[config.mk]
export PLATFORM = sky130hd
export DESIGN_NAME = discrete_filter_scheduler
export DESIGN_NICKNAME = d
export VERILOG_FILES = /design/src/rtl/discrete_filter_scheduler.sv
export SDC_FILE = /design/constraint.sdc
export NUM_CORES = 1
export LEC_CHECK = 0
export ABC_AREA = 0
export CAP_MARGIN = 10
export CELL_PAD_IN_SITES_DETAIL_PLACEMENT = 1
export CELL_PAD_IN_SITES_GLOBAL_PLACEMENT = 2
export CORE_MARGIN = 2
export CORE_UTILIZATION = 40
export DETAILED_ROUTE_END_ITERATION = 10
export HOLD_SLACK_MARGIN = 0.08
export PLACE_DENSITY = 0.95
export SYNTH_ARGS = -nofsm -noshare
export SYNTH_HDL_FRONTEND = slang
export SYNTH_SLANG_ARGS = --single-unit
[constraint.sdc]
create_clock -name clk -period 22.4 [get_ports clk]
set_clock_uncertainty 0.05 [all_clocks]
set_input_delay 2.24 -clock clk [delete_from_list [all_inputs] [get_ports clk]]
set_output_delay 2.24 -clock clk [all_outputs]
set_load 0.03 [all_outputs]
[src/rtl/discrete_filter_scheduler.sv]
// Time-multiplexed first-order low-pass filter bank: y += alpha*(x-y) per channel per sample tick,
// with one shared multiplier, a snapshot of the inputs per pass and an atomic output update.
module discrete_filter_scheduler #(
  parameter int NUM_CH = 4
) (
  input  logic                   clk,
  input  logic                   I_RSTn,
  input  logic                   audio_clk_en,
  input  logic [NUM_CH-1:0]      ch_enable,
  input  logic [16*NUM_CH-1:0]   in_bus,
  input  logic [16*NUM_CH-1:0]   alpha_bus,
  input  logic                   overrun_clr,
  output logic [16*NUM_CH-1:0]   out_bus,
  output logic                   sample_valid,
  output logic                   busy,
  output logic                   overrun
);

  localparam int CW = (NUM_CH > 1) ? $clog2(NUM_CH) : 1;

  typedef enum logic [2:0] {IDLE, LOAD, MUL, ACC, DONE} state_t;

  state_t                 state_q;
  logic [CW-1:0]          ch_q;
  logic [NUM_CH-1:0]      en_q;
  logic [16*NUM_CH-1:0]   x_q;
  logic [16*NUM_CH-1:0]   a_q;
  logic [16*NUM_CH-1:0]   y_q;
  logic [16*NUM_CH-1:0]   y_d;
  logic [16*NUM_CH-1:0]   out_q;
  logic [15:0]            xo_q;
  logic [15:0]            yo_q;
  logic [15:0]            ao_q;
  logic signed [33:0]     p_q;
  logic                   sample_valid_q;
  logic                   overrun_q;

  logic signed [16:0]     d;
  logic signed [33:0]     d34;
  logic signed [33:0]     a34;
  logic signed [33:0]     prod;
  logic signed [33:0]     p_sh;
  logic signed [33:0]     y_ext;
  logic signed [33:0]     sum_w;
  logic [15:0]            y_new;
  logic                   y_wr;
  logic [15:0]            y_wr_val;
  logic                   last_ch;

  // The single shared multiplier: 17-bit signed difference times zero-extended Q0.16 alpha.
  assign d     = {xo_q[15], xo_q} - {yo_q[15], yo_q};
  assign d34   = {{17{d[16]}}, d};
  assign a34   = {18'd0, ao_q};
  assign prod  = d34 * a34;

  assign p_sh  = p_q >>> 16;
  assign y_ext = {{18{yo_q[15]}}, yo_q};
  assign sum_w = y_ext + p_sh;

  always_comb begin
    y_new = sum_w[15:0];
    if (sum_w > 34'sd32767)
      y_new = 16'h7fff;
    else if (sum_w < -34'sd32768)
      y_new = 16'h8000;
  end

  assign last_ch = (ch_q == CW'(NUM_CH - 1));

  // A state write happens either for a skipped channel (forced to zero) or on accumulate;
  // both also mark the end of that channel's slot.
  always_comb begin
    y_wr     = 1'b0;
    y_wr_val = '0;
    if (state_q == LOAD && !en_q[ch_q]) begin
      y_wr = 1'b1;
    end else if (state_q == ACC) begin
      y_wr     = 1'b1;
      y_wr_val = y_new;
    end
    y_d = y_q;
    if (y_wr)
      y_d[int'(ch_q)*16 +: 16] = y_wr_val;
  end

  always_ff @(posedge clk) begin
    if (!I_RSTn) begin
      state_q        <= IDLE;
      ch_q           <= '0;
      en_q           <= '0;
      x_q            <= '0;
      a_q            <= '0;
      y_q            <= '0;
      out_q          <= '0;
      xo_q           <= '0;
      yo_q           <= '0;
      ao_q           <= '0;
      p_q            <= '0;
      sample_valid_q <= 1'b0;
      overrun_q      <= 1'b0;
    end else begin
      sample_valid_q <= 1'b0;

      if (audio_clk_en && state_q != IDLE)
        overrun_q <= 1'b1;
      else if (overrun_clr)
        overrun_q <= 1'b0;

      case (state_q)
        IDLE: begin
          if (audio_clk_en) begin
            x_q     <= in_bus;
            a_q     <= alpha_bus;
            en_q    <= ch_enable;
            ch_q    <= '0;
            state_q <= LOAD;
          end
        end
        LOAD: begin
          if (en_q[ch_q]) begin
            xo_q    <= x_q[int'(ch_q)*16 +: 16];
            yo_q    <= y_q[int'(ch_q)*16 +: 16];
            ao_q    <= a_q[int'(ch_q)*16 +: 16];
            state_q <= MUL;
          end
        end
        MUL: begin
          p_q     <= prod;
          state_q <= ACC;
        end
        ACC: begin
          state_q <= LOAD;
        end
        DONE: begin
          state_q <= IDLE;
        end
        default: begin
          state_q <= IDLE;
        end
      endcase

      // Output is taken from y_d so the last channel's write lands in the same snapshot.
      if (y_wr) begin
        y_q <= y_d;
        if (last_ch) begin
          state_q        <= DONE;
          out_q          <= y_d;
          sample_valid_q <= 1'b1;
        end else begin
          ch_q    <= ch_q + CW'(1);
          state_q <= LOAD;
        end
      end
    end
  end

  assign out_bus      = out_q;
  assign sample_valid = sample_valid_q;
  assign overrun      = overrun_q;
  assign busy         = (state_q != IDLE);

endmodule
==> run summary, run 1 <==
In the final layout, flip-flops and latches occupy 6671 sq um. Dividing the detail-routed wire length by the instance count gives 21.36 microns. The number of pins with negative max-slew slack in the final report was 0; the part of the Yosys area used for sequential elements was 26.54%. The later-pin clock latency in the skew report was 550 ps.

Post-route total power: 1.359 mW. The clock passes through at most 3 buffers. The analysis attributes to cell leakage a power of 12.09 nW. By instance count, the cell type seen most on the critical path is sky130_fd_sc_hd__fa_1. The run gives 1 as the initial antenna violation count. Pin placement for this block handled 203 I/O pins. The final total negative setup slack was 0 ps. The number of enable flip-flop cells after synthesis was 0.

The synthesized netlist devotes 17.40% of its cell area to simple gates. In this run the critical register-to-register path is launched from xo_q[0]. The core region is 61940 sq um. Among all flip-flop cells after synthesis, the most frequent one is sky130_fd_sc_hd__dfxtp_1. The number of standard cells in the final layout excluding fillers is 3861, and the mux share of post-synthesis cell area is 4.633%. Leaving out fill and tap cells, the most frequent cell in the layout is sky130_fd_sc_hd__nand2_1. Type of the most critical hold path: reg2reg.

The minimum clock period came out at 9797 ps. The setup path with the least slack is of type reg2reg. Of all flip-flops after synthesis, the portion carrying an async set or reset was 0%.

Cell type of the slowest stage on the worst timing path: sky130_fd_sc_hd__a2111oi_0. Data on the critical path arrives at its endpoint at 10150 ps. The H-tree was split into 2 levels. The net count of the finished layout is 3536. The worst hold path passes through 2 cells.

The worst setup path is launched from a register. The run gives 0.1021 GHz as the maximum frequency from static timing analysis. The logs give 29010 sq um for the post-route standard cell area excluding fillers and 172 for the largest net degree at the start of global routing. For this block, the routed nets add up to 82450 microns of wire. For the pin with the worst max-slew slack, the measured transition is 1312 ps. The logs give 2899 for the synthesized instance count and 0.06558 mV for the maximum resistive drop on vdd.

The global-route wire length before repair was 130300 microns; the instance area at placement was 27830 sq um. The worst slack after detailed placement is 12690 ps, and the fraction of the mapped netlist area in compound gates is 12.95%. In the routed design, unresolved DRC markers number 0. The launch point of the worst hold path was a_q[37]. Cell at the root of the clock tree: sky130_fd_sc_hd__clkbuf_16. The number of cells on the worst reg-to-reg path works out to 30.

Final number of hold-violating endpoints: 0. The floorplan die width came out at 254.6 microns. Across the run, the number of max-cap violations was 0. Cells fill 46.83% of the core in the end. After detailed routing, the number of vias per cell comes to 5.425. Clock edge transition at the registers on the reported setup and hold paths: 60 ps. From bottom edge to top edge, the die measures 254.6 microns.

The largest family of logic cells by synthesized area was adder cells. The flop-to-flop setup slack is 12600 ps. The worst hold path terminates at a_q[37].

The relative slew slack is 12.13%, and the clock sink total is 333. Along the worst path, the maximum fanout reaches 21. Count of input and output buffers: 202. Hold timing on the final database bottoms out at a slack of 402.0 ps. After clock tree synthesis, the setup repair step added 0 buffers. The library cells used most frequently in the layout, excluding fill and tap cells, are sky130_fd_sc_hd__nand2_1 (603), sky130_fd_sc_hd__inv_1 (388), sky130_fd_sc_hd__dfxtp_1 (331), sky130_fd_sc_hd__a21oi_1 (288), sky130_fd_sc_hd__fa_1 (273). Setup repair after global routing left no endpoint under its margin.

The post-synthesis xor/xnor area fraction was 1.948%; the per-instance average area after synthesis was 8.664 sq um. The violation count after the first detailed-route iteration came out at 1180. The run finished with clean final reports. The half-perimeter wire length after placement is 60810 microns, and the floorplan row count is 91.

The total power divided by cell area was 46.86 nW/um^2; the first-pass detailed-route iteration total was 5. Counting the buffers created by CTS gives 36. The end of the worst register-to-register path is p_q[30]. On the worst path, the slowest cell contributes a delay of 850 ps. The total overflow reported by the global router came out at 0. The type of destination of the critical path is a register.

The area growth from synthesis to layout works out to 15.48%. STA puts the critical path data required time at 22760 ps. At the end of routability-driven placement, the weighted congestion stood at 0.8751. Final number of setup-violating endpoints: 0. The area enclosed by the die boundary was 64820 sq um. For this run, the total global-route usage over all layers was measured as 25.86%. TritonCTS built the clock tree. During synthesis, Yosys emitted a total of 0 warnings.

The logs give 20950 for the routed via count and 0 for the count of hold buffers inserted by post-cts repair. After synthesis the cells add up to 25120 sq um. The synthesized-area fraction occupied by adder cells is 28.15%.

The starting density of the core is 40.55%, and the proportion of layout cells with a drive suffix above 1 is 5.657%. After clock tree synthesis, the repair step resized 0 gates. After layout, the worst setup slack is 12600 ps.

The worst path uses 43.74% of the clock period. The via count of the first global-routing pass was 23420. The area of the multi-input gates is 16410 sq um, and the synthesized flop and latch total is 333. The logs give 7279 for the filler cell count and 3800 for the number of cells after detailed placement.

The number of nets in the synthesized netlist is 3434. The tools report the residual antenna-violating net count after detailed routing as 0. The origin of the worst setup path was xo_q[0]. The number of distinct library cell variants in the gate-level netlist after synthesis was 65.
[how the worst max path moves through the flow]
| stage | slack, ps | end | cells past startpoint |
|---|---|---|---|
| 2_1_floorplan | 14110 | p_q[30] | 32 |
| 3_3_place_gp | 13150 | p_q[33] | 30 |
| 3_5_place_dp | 12690 | p_q[30] | 30 |
| 4_1_cts | 12600 | p_q[30] | 30 |
| 5_1_grt | 12070 | p_q[30] | 30 |
| 6_report | 12600 | p_q[30] | 30 |
[worst max-delay path, delay by kind of cell (launching register included)]
kind	cells	cell delay (ps)
AO/OA/AOI/OAI	14	3940
AND/OR/NAND/NOR	3	650
XOR/XNOR	1	140
adder cells (fa/ha/maj)	9	4430
buffers and inverters	3	150
flip-flops	1	330
[routing by layer]
metal	up-vias	global-route usage, %	wire [microns]
met2	609	44.79	40420
met4	0	10.49	3439
met1	10670	33.03	34710
met5	-	0	0
met3	157	2.735	3879
li1	9509	-	-
[area by class of cell]
cell class              instances  area share, %
clock inverters                 7         0.3580
flip-flops and latches        333          23.00
diodes                          1       0.008627
inverters                     389          5.060
repair buffers                231          7.722
multi-input cells            2010          56.57
well taps                     837          3.611
clock buffers                  53          3.675
[cell usage after synthesis, types with 8 or more instances]
| master | count | share of area (%) |
|---|---|---|
| sky130_fd_sc_hd__o21ai_1 | 34 | 0.68 |
| sky130_fd_sc_hd__a21oi_4 | 10 | 0.65 |
| sky130_fd_sc_hd__a21oi_1 | 290 | 5.8 |
| sky130_fd_sc_hd__xnor2_1 | 40 | 1.4 |
| sky130_fd_sc_hd__nor3b_1 | 61 | 1.8 |
| sky130_fd_sc_hd__nor3_1 | 11 | 0.22 |
| sky130_fd_sc_hd__dfxtp_1 | 333 | 27 |
| sky130_fd_sc_hd__ha_1 | 126 | 6.3 |
| sky130_fd_sc_hd__nor2b_1 | 32 | 0.80 |
| sky130_fd_sc_hd__o22ai_1 | 55 | 1.4 |
| sky130_fd_sc_hd__and2_1 | 118 | 2.9 |
| sky130_fd_sc_hd__nand2b_1 | 17 | 0.42 |
| sky130_fd_sc_hd__nand2_1 | 605 | 9.0 |
| sky130_fd_sc_hd__xor2_1 | 14 | 0.49 |
| sky130_fd_sc_hd__clkbuf_1 | 153 | 2.3 |
| sky130_fd_sc_hd__o211ai_1 | 8 | 0.24 |
| sky130_fd_sc_hd__nand3_1 | 26 | 0.52 |
| sky130_fd_sc_hd__a211oi_1 | 8 | 0.24 |
| sky130_fd_sc_hd__o21ai_0 | 59 | 1.2 |
| sky130_fd_sc_hd__nor2_1 | 48 | 0.72 |
| sky130_fd_sc_hd__o21a_1 | 12 | 0.36 |
| sky130_fd_sc_hd__a21o_1 | 15 | 0.45 |
| sky130_fd_sc_hd__inv_1 | 388 | 5.8 |
| sky130_fd_sc_hd__mux4_2 | 49 | 4.4 |
| sky130_fd_sc_hd__fa_1 | 273 | 22 |
| sky130_fd_sc_hd__buf_1 | 10 | 0.15 |
| sky130_fd_sc_hd__o31ai_1 | 12 | 0.36 |
[cell families after synthesis]
logic type | count (synthesis)
simple gates | 950
buf+inv | 556
compound gates | 548
fa+ha+maj | 402
flops | 333
xor+xnor | 55
mux | 55
[state kept, by name, summed over array words and instances (netlist names), 2 cells and up]
register and flops:
yo_q 16, ch_q 2, y_q 64, x_q 64, a_q 64, p_q 18
xo_q 16, en_q 4, out_bus 64, ao_q 16, state_q 3
[power by group]
group | total [mW] | leakage [nW] | switching [mW] | internal (mW)
registers | 0.622 | 2.70 | 0.0128 | 0.609
logic | 0.142 | 8.81 | 0.0853 | 0.0570
clock network | 0.595 | 0.568 | 0.252 | 0.343
Note: power is estimated with default switching activity, not from simulation.
==> run 2: changes to the inputs <==
--- a/config.mk
+++ b/config.mk
@@ -10,10 +10,10 @@
 export CELL_PAD_IN_SITES_DETAIL_PLACEMENT = 1
 export CELL_PAD_IN_SITES_GLOBAL_PLACEMENT = 2
 export CORE_MARGIN = 2
-export CORE_UTILIZATION = 40
+export CORE_UTILIZATION = 33
 export DETAILED_ROUTE_END_ITERATION = 10
 export HOLD_SLACK_MARGIN = 0.08
-export PLACE_DENSITY = 0.95
+export PLACE_DENSITY = 0.87
 export SYNTH_ARGS = -nofsm -noshare
 export SYNTH_HDL_FRONTEND = slang
 export SYNTH_SLANG_ARGS = --single-unit
==> constraint.sdc (replaced) <==
create_clock -name clk -period 8.8 [get_ports clk]
set_clock_uncertainty 0.05 [all_clocks]
set_input_delay 0.88 -clock clk [delete_from_list [all_inputs] [get_ports clk]]
set_output_delay 0.88 -clock clk [all_outputs]
set_load 0.03 [all_outputs]
==> run 2 against run 1 <==
Cell count is 4.6% higher. Sequential share of layout area is 0.44 points lower. Fmax is 16% higher. Critical path depth is 1 higher. Via count is 2.1% lower. Register-to-register slack worse by 12000 ps. Setup slack worse by 12000 ps. Largest cell class unchanged.
==> run summary, run 2 (synthesis results as in run 1) <==
The logs give 1 for the initial antenna violation count and 0 for the residual antenna-violating net count after detailed routing. The final number of setup-violating endpoints is 0. Internal power contribution: 2.635 mW. For the count of maximum capacitance violations, the log shows 0. The count of boundary I/O pins was 203; the post-route standard cell area excluding fillers was 29570 sq um.

The largest single stage delay on the critical path is 600 ps. For this run, design rule violations remaining after detail routing come to 0. The first global-routing pass estimated 126600 microns of wire. Cell family with the largest share of critical-path delay: adder cells.

The portion of total power attributed to combinational logic is 10.4%, and the leakage power figure is 12.28 nW. The floorplan step defined a die boundary enclosing 78340 sq um. Total overflow reported by the global router: 0. The area growth from synthesis to layout came out at 17.72%.

The wire-length estimate of the detail-placed layout is 59330 microns. Post-CTS timing repair inserted 0 buffers for setup. The cell type with the highest occurrence count on the critical path was sky130_fd_sc_hd__fa_1. Dividing the detail-routed via count by the number of cells gives 5.080.

The type of the most critical hold path was reg2reg. The number of pins with negative max-slew slack in the final report was 0; the proportion of layout cells with a drive suffix above 1 was 7.129%. The tools report the violation count after the first detailed-route iteration as 1203.

The tools report the origin of the critical flop-to-flop path as yo_q[2]. The worst path arrival time is 8770 ps. The tools report the instance area at placement as 28260 sq um. TritonCTS built the clock tree.

The total power divided by cell area was 118.9 nW/um^2. The flow ran to the end, and the final reports show no timing, DRC or antenna violations. The post-route fraction of the period consumed by the critical path came out at 95.88%. Measured along the x axis, the die boundary spans 279.9 microns. Buffers inserted to repair hold after CTS numbered 0. The congestion estimate from routability-driven global placement came to 0.8597. The top fanout value on the critical path is 17, and the final-stage net count is 3568. In this run the register-to-register setup slack is 360 ps. Origin of the worst setup path: yo_q[2].

Fill cells in the final layout number 8837. The first-pass detailed-route iteration total came out at 8. No sink is reached through more buffers than the 3 on the longest clock path.

The cell type of the slowest stage on the worst timing path was sky130_fd_sc_hd__fa_1. For the required time reported for the critical path endpoint, the log shows 9140 ps. Once the floorplan was initialized, standard cells occupied 33.18% of the core.

The area of the core region was 75700 sq um; the post-route total power was 3.517 mW. The worst hold-check slack is 402.9 ps, and the clock edge transition at the registers on the reported setup and hold paths is 60 ps. The count of input and output buffers is 202. The via count of the first global-routing pass is 22530. The final worst-path setup slack was 362.8 ps. The minimum clock period is 8437 ps. The library cells used most frequently in the layout, excluding fill and tap cells, are sky130_fd_sc_hd__nand2_1 (603), sky130_fd_sc_hd__inv_1 (388), sky130_fd_sc_hd__dfxtp_1 (331), sky130_fd_sc_hd__a21oi_1 (283), sky130_fd_sc_hd__fa_1 (270). In this run the vertical extent of the chip is 279.9 microns. For the reported net switching power, the log shows 882.3 uW.

Clock power share: 44.6%. The deepest level of the CTS H-tree was 2. For the proportion of power drawn by flip-flops and latches, the log shows 45.0%. Global routing used 20.54% of the available tracks across all layers. For the largest net degree at the start of global routing, the log shows 126. The critical path is of the reg2reg type. In this run the core area contains 101 standard-cell rows. Clock tree synthesis selected as its root buffer the cell sky130_fd_sc_hd__clkbuf_16. Summed over all layers, the routed wires come to 78790 microns.

Clock latency on the worst-skew pair, taken at its later pin, is 540 ps. Net switching is 25.09% of the power. TritonCTS created 36 clock buffers. For the final number of hold-violating endpoints, the log shows 0. The run gives -325.1 ps as the worst slack after detailed placement. The transition at the pin with the smallest max-transition slack was 1104 ps; the clock sink total was 333. Based on the critical path, the design can be clocked at up to 0.1185 GHz.

The tools report the type of destination of the critical path as a register. The run gives 0.1194 mV as the maximum resistive drop on vdd. The launching element type of the critical path is a register. The relative slew slack was 26.39%.

The routed via count is 20520. The leading cell type in the layout, fill and taps excluded is sky130_fd_sc_hd__nand2_1. The worst hold path begins at a_q[1]. Together, buffers and inverters on the worst path number 6. Dividing the detail-routed wire length by the instance count gives 19.51 microns.
run 2: cell types whose count changed in the layout (fill, tap and decap cells not counted), moves of 3 or more:
| cell | before | now |
|---|---|---|
| sky130_fd_sc_hd__clkbuf_8 | 8 | 5 |
| sky130_fd_sc_hd__fa_1 | 273 | 270 |
| sky130_fd_sc_hd__bufinv_16 | 1 | 4 |
| sky130_fd_sc_hd__a21oi_2 | 6 | 10 |
| sky130_fd_sc_hd__clkinv_2 | 1 | 5 |
| sky130_fd_sc_hd__a21oi_1 | 288 | 283 |
| sky130_fd_sc_hd__buf_4 | 29 | 59 |
| sky130_fd_sc_hd__fa_2 | 0 | 3 |
run 2: metrics by stage:
stage | std cells | TNS (ps) | utilization, %
CTS | 4036 | 0 | 38.92
global route | 4037 | -198.6 | 39.06
finish | 4038 | 0 | 39.06
detailed placement | 3973 | -1241 | 37.33
global placement | 3973 | 0 | 37.33
floorplan | 2899 | 0 | -
run 2: layout make-up:
| cell class | instances | area, sq um | area share [%] |
|---|---|---|---|
| Antenna cell | 2 | 5.005 | 0.01693 |
| Clock buffer | 51 | 1028 | 3.478 |
| Clock inverter | 12 | 170.2 | 0.5755 |
| Inverter | 389 | 1468 | 4.964 |
| Multi-Input combinational cell | 2010 | 16500 | 55.79 |
| Sequential cell | 333 | 6671 | 22.56 |
| Tap cell | 978 | 1224 | 4.138 |
| Timing Repair Buffer | 263 | 2505 | 8.472 |
run 2: final timing paths:
path	endpoint	depth (start not counted)
max	p_q[33]	31
min	a_q[1]	2
max reg2reg	p_q[33]	31
min reg2reg	a_q[1]	2
run 2: layer usage:
metal  global-route usage [%]  share of wire, %  up-vias
met2                    35.50                49      469
met1                    26.47                43    10330
met4                    6.924               3.4        0
met3                    2.627               4.7      117
met5                        0                 0        -
li1                         -                 -     9604
run 2: repair_timing:
item	CTS	global route
pin swaps	0	4
gates resized for setup	3	21
endpoints found under the setup margin	6	12
run 2: worst min-delay path, stage by stage, from the launching register on:
cell and delay, ps:
sky130_fd_sc_hd__dfxtp_1 300, sky130_fd_sc_hd__nand2_1 50, sky130_fd_sc_hd__a21oi_1 50
run 2: power groups by stage:
stage	Combinational, mW	Sequential (mW)	Clock (mW)
final	0.368	1.58	1.57
after global routing	0.402	1.59	1.66
after CTS	0.370	1.58	1.60
after detailed placement	0.369	1.61	0
after global placement	0.364	1.61	0
after floorplan	0.217	1.60	0
==> run 3: changes to the inputs <==
--- a/config.mk
+++ b/config.mk
@@ -9,7 +9,6 @@
 export CAP_MARGIN = 10
 export CELL_PAD_IN_SITES_DETAIL_PLACEMENT = 1
 export CELL_PAD_IN_SITES_GLOBAL_PLACEMENT = 2
-export CORE_MARGIN = 2
 export CORE_UTILIZATION = 33
 export DETAILED_ROUTE_END_ITERATION = 10
 export HOLD_SLACK_MARGIN = 0.08
==> run 3 against run 2 <==
Core utilization increased by 0.19 points. Hold slack worse by 0.93 ps. Non-clock buffer count down 5. Combinational power is 2% lower. Global-route usage grew 0.089 points. Fmax rose by 1.4%. Cell area down 0.68%. Setup slack improved by 120 ps. Routed wire length shrank 0.83%. Sequential power about the same. Die area down 1.4%. Clock power shrank 5%. Critical path type unchanged. Critical endpoint unchanged. Largest power group unchanged.
==> run summary, run 3 (synthesis results as in run 1) <==
The logs give 401.9 ps for the worst hold-check slack and 134 for the largest net degree at the start of global routing. The area growth from synthesis to layout came out at 16.92%. Clock tree synthesis found a total of 333 sinks.

Max-cap violations in this run came to 0. The minimum clock period was 8317 ps. In this run the number of H-tree levels came out at 2. TritonCTS built the clock tree. Global-route wire length before repair: 125400 microns.

203 I/O pins were placed. Setup violations remaining at the end of the flow were counted as 0. The routed via count was 20390; the final-stage net count was 3563.

The run gives 9150 ps as the required time reported for the critical path endpoint. The cell at the root of the clock tree is sky130_fd_sc_hd__clkbuf_16. The library cell used most frequently in the layout, excluding fill and tap cells, is sky130_fd_sc_hd__nand2_1.

The detail-routed net length per standard cell was 19.42 microns. In this run the tightest slew margin relative to its limit is 26.30%. STA puts the critical path data arrival time at 8670 ps.

Of the cells placed in the final design, the portion with a size suffix greater than 1 is 6.717%. The count of input and output buffers works out to 202. The run gives 1046 as the violation count after the first detailed-route iteration.

At the end of routability-driven placement, the weighted congestion stood at 0.8565. The first-pass detailed-route iteration total was 5. Type of destination of the critical path: a register. The run gives 540 ps as the later-pin clock latency in the skew report. Power spread over the standard cell area amounts to 116.9 nW/um^2. The clock passes through at most 3 buffers. The run gives 0 as the count of hold buffers inserted by post-cts repair. Via count of the first global-routing pass: 22500.

After global routing the overflow that remains totals 0. The DRC violation count after routing was 0; the fraction of the core area covered by cells at the end of the flow was 39.25%. The run gives 0 as the number of pins with negative max-slew slack in the final report. STA classifies the critical path startpoint as a register. The final layout contains routed wiring with a total length of 78140 microns.

The final number of hold-violating endpoints was 0. The die is 277.9 microns wide. Maximum resistive drop on vdd: 0.1031 mV. The library cells used most frequently in the layout, excluding fill and tap cells, are sky130_fd_sc_hd__nand2_1 (603), sky130_fd_sc_hd__inv_1 (388), sky130_fd_sc_hd__dfxtp_1 (331), sky130_fd_sc_hd__a21oi_1 (286), sky130_fd_sc_hd__fa_1 (271).

Across every metal layer, demand over resource in global routing totals 20.63%. The tightest min-delay check is of the reg2reg type. The top fanout value on the critical path is 16.

Summed over all nets, the half-perimeter wirelength after detailed placement is 58450 microns. The floorplan step defined a core boundary enclosing 74820 sq um. The floorplan step defined a die boundary enclosing 77220 sq um. Setup repair after global routing left no endpoint under its margin.

Clock-pin slew was measured on the worst setup and hold paths at 60 ps. The residual antenna-violating net count after detailed routing came out at 0. The run finished with clean final reports. The cell type with the highest occurrence count on the critical path is sky130_fd_sc_hd__fa_1. The y dimension of the die works out to 277.9 microns. For this design, the slowest cell found on the critical path is sky130_fd_sc_hd__fa_1. The worst setup path is of the reg2reg kind. The initial antenna violation count was 4.

The average vias per placed instance was 5.067; the CTS buffer count was 36. The post-route fraction of the period consumed by the critical path is 94.52%. For the pin with the worst max-slew slack, the measured transition is 1104 ps. The floorplan row count was 100. The largest single stage delay on the critical path is 550 ps.

For the starting density of the core, the log shows 33.57%. Summed over all cells, the static leakage comes to 12.20 nW. Timing would allow up to 0.1202 GHz.
-- run 3: cell types whose count changed in the layout (fill, tap and decap cells not counted), moves of 2 or more --
cell                        delta
sky130_fd_sc_hd__a21oi_1       +3
sky130_fd_sc_hd__a21oi_2       -2
sky130_fd_sc_hd__buf_12        -2
sky130_fd_sc_hd__buf_4         -3
sky130_fd_sc_hd__bufinv_16     -3
sky130_fd_sc_hd__clkbuf_8      +2
sky130_fd_sc_hd__inv_8         +2
sky130_fd_sc_hd__xnor2_1       +2
sky130_fd_sc_hd__xnor2_2       -2
-- run 3: final cells by class --
cell class / instances / area [sq um]
inverters: 389 / 1468
well taps: 969 / 1212
repair buffers: 258 / 2442
flip-flops and latches: 333 / 6671
fillers: 8774 / 45450
diodes: 3 / 7.507
clock buffers: 51 / 1027
clock inverters: 11 / 110.1
multi-input cells: 2010 / 16430
-- run 3: worst paths after layout --
check | start | endpoint | slack (ps) | cells past startpoint
setup reg to reg | xo_q[0] | p_q[33] | 480 | 32
hold reg to reg | a_q[10] | a_q[10] | 400 | 2
setup / recovery | xo_q[0] | p_q[33] | 480 | 32
hold / removal | a_q[10] | a_q[10] | 400 | 2
-- run 3: worst max-delay path: cells and delay by family (launching register included) --
family	cells	cell delay (ps)
AO/OA/AOI/OAI	14	2670
flip-flops	1	320
XOR/XNOR	1	170
AND/OR/NAND/NOR	3	480
adder cells (fa/ha/maj)	9	3970
buffers and inverters	5	520
-- run 3: through the flow --
| stage | setup TNS [ps] | setup WS (ps) | instance area [sq um] | cells | total power [mW] |
|---|---|---|---|---|---|
| 2_1_floorplan | 0 | 511.5 | 25120 | 2899 | 1.815 |
| 3_3_place_gp | -10.86 | -10.86 | 28170 | 3959 | 1.974 |
| 3_5_place_dp | -913.9 | -276.4 | 28170 | 3959 | 1.979 |
| 4_1_cts | 0 | 94.25 | 29320 | 4021 | 3.470 |
| 5_1_grt | 0 | 5.917 | 29370 | 4024 | 3.560 |
| 6_report | 0 | 482.6 | 29370 | 4024 | 3.434 |
-- run 3: repair_timing --
| action | in CTS | in global routing |
|---|---|---|
| setup endpoints to repair | 6 | 13 |
| pin swaps | 0 | 2 |
| setup buffers | 0 | 0 |
| gates resized for setup | 3 | 13 |
-- run 3: routing by layer --
| metal | track usage, % | share of wire (%) | vias up |
|---|---|---|---|
| li1 | - | - | 9586 |
| met1 | 26.41 | 44 | 10310 |
| met2 | 35.61 | 49 | 378 |
| met3 | 2.055 | 3.7 | 120 |
| met4 | 8.131 | 3.7 | 2 |
| met5 | 0 | 0.012 | - |
-- run 3: power breakdown --
| part | internal [mW] | leakage [nW] | total, mW | switching, mW |
|---|---|---|---|---|
| Clock | 0.849 | 0.561 | 1.49 | 0.640 |
| Sequential | 1.55 | 2.70 | 1.58 | 0.0335 |
| Combinational | 0.149 | 8.93 | 0.362 | 0.213 |
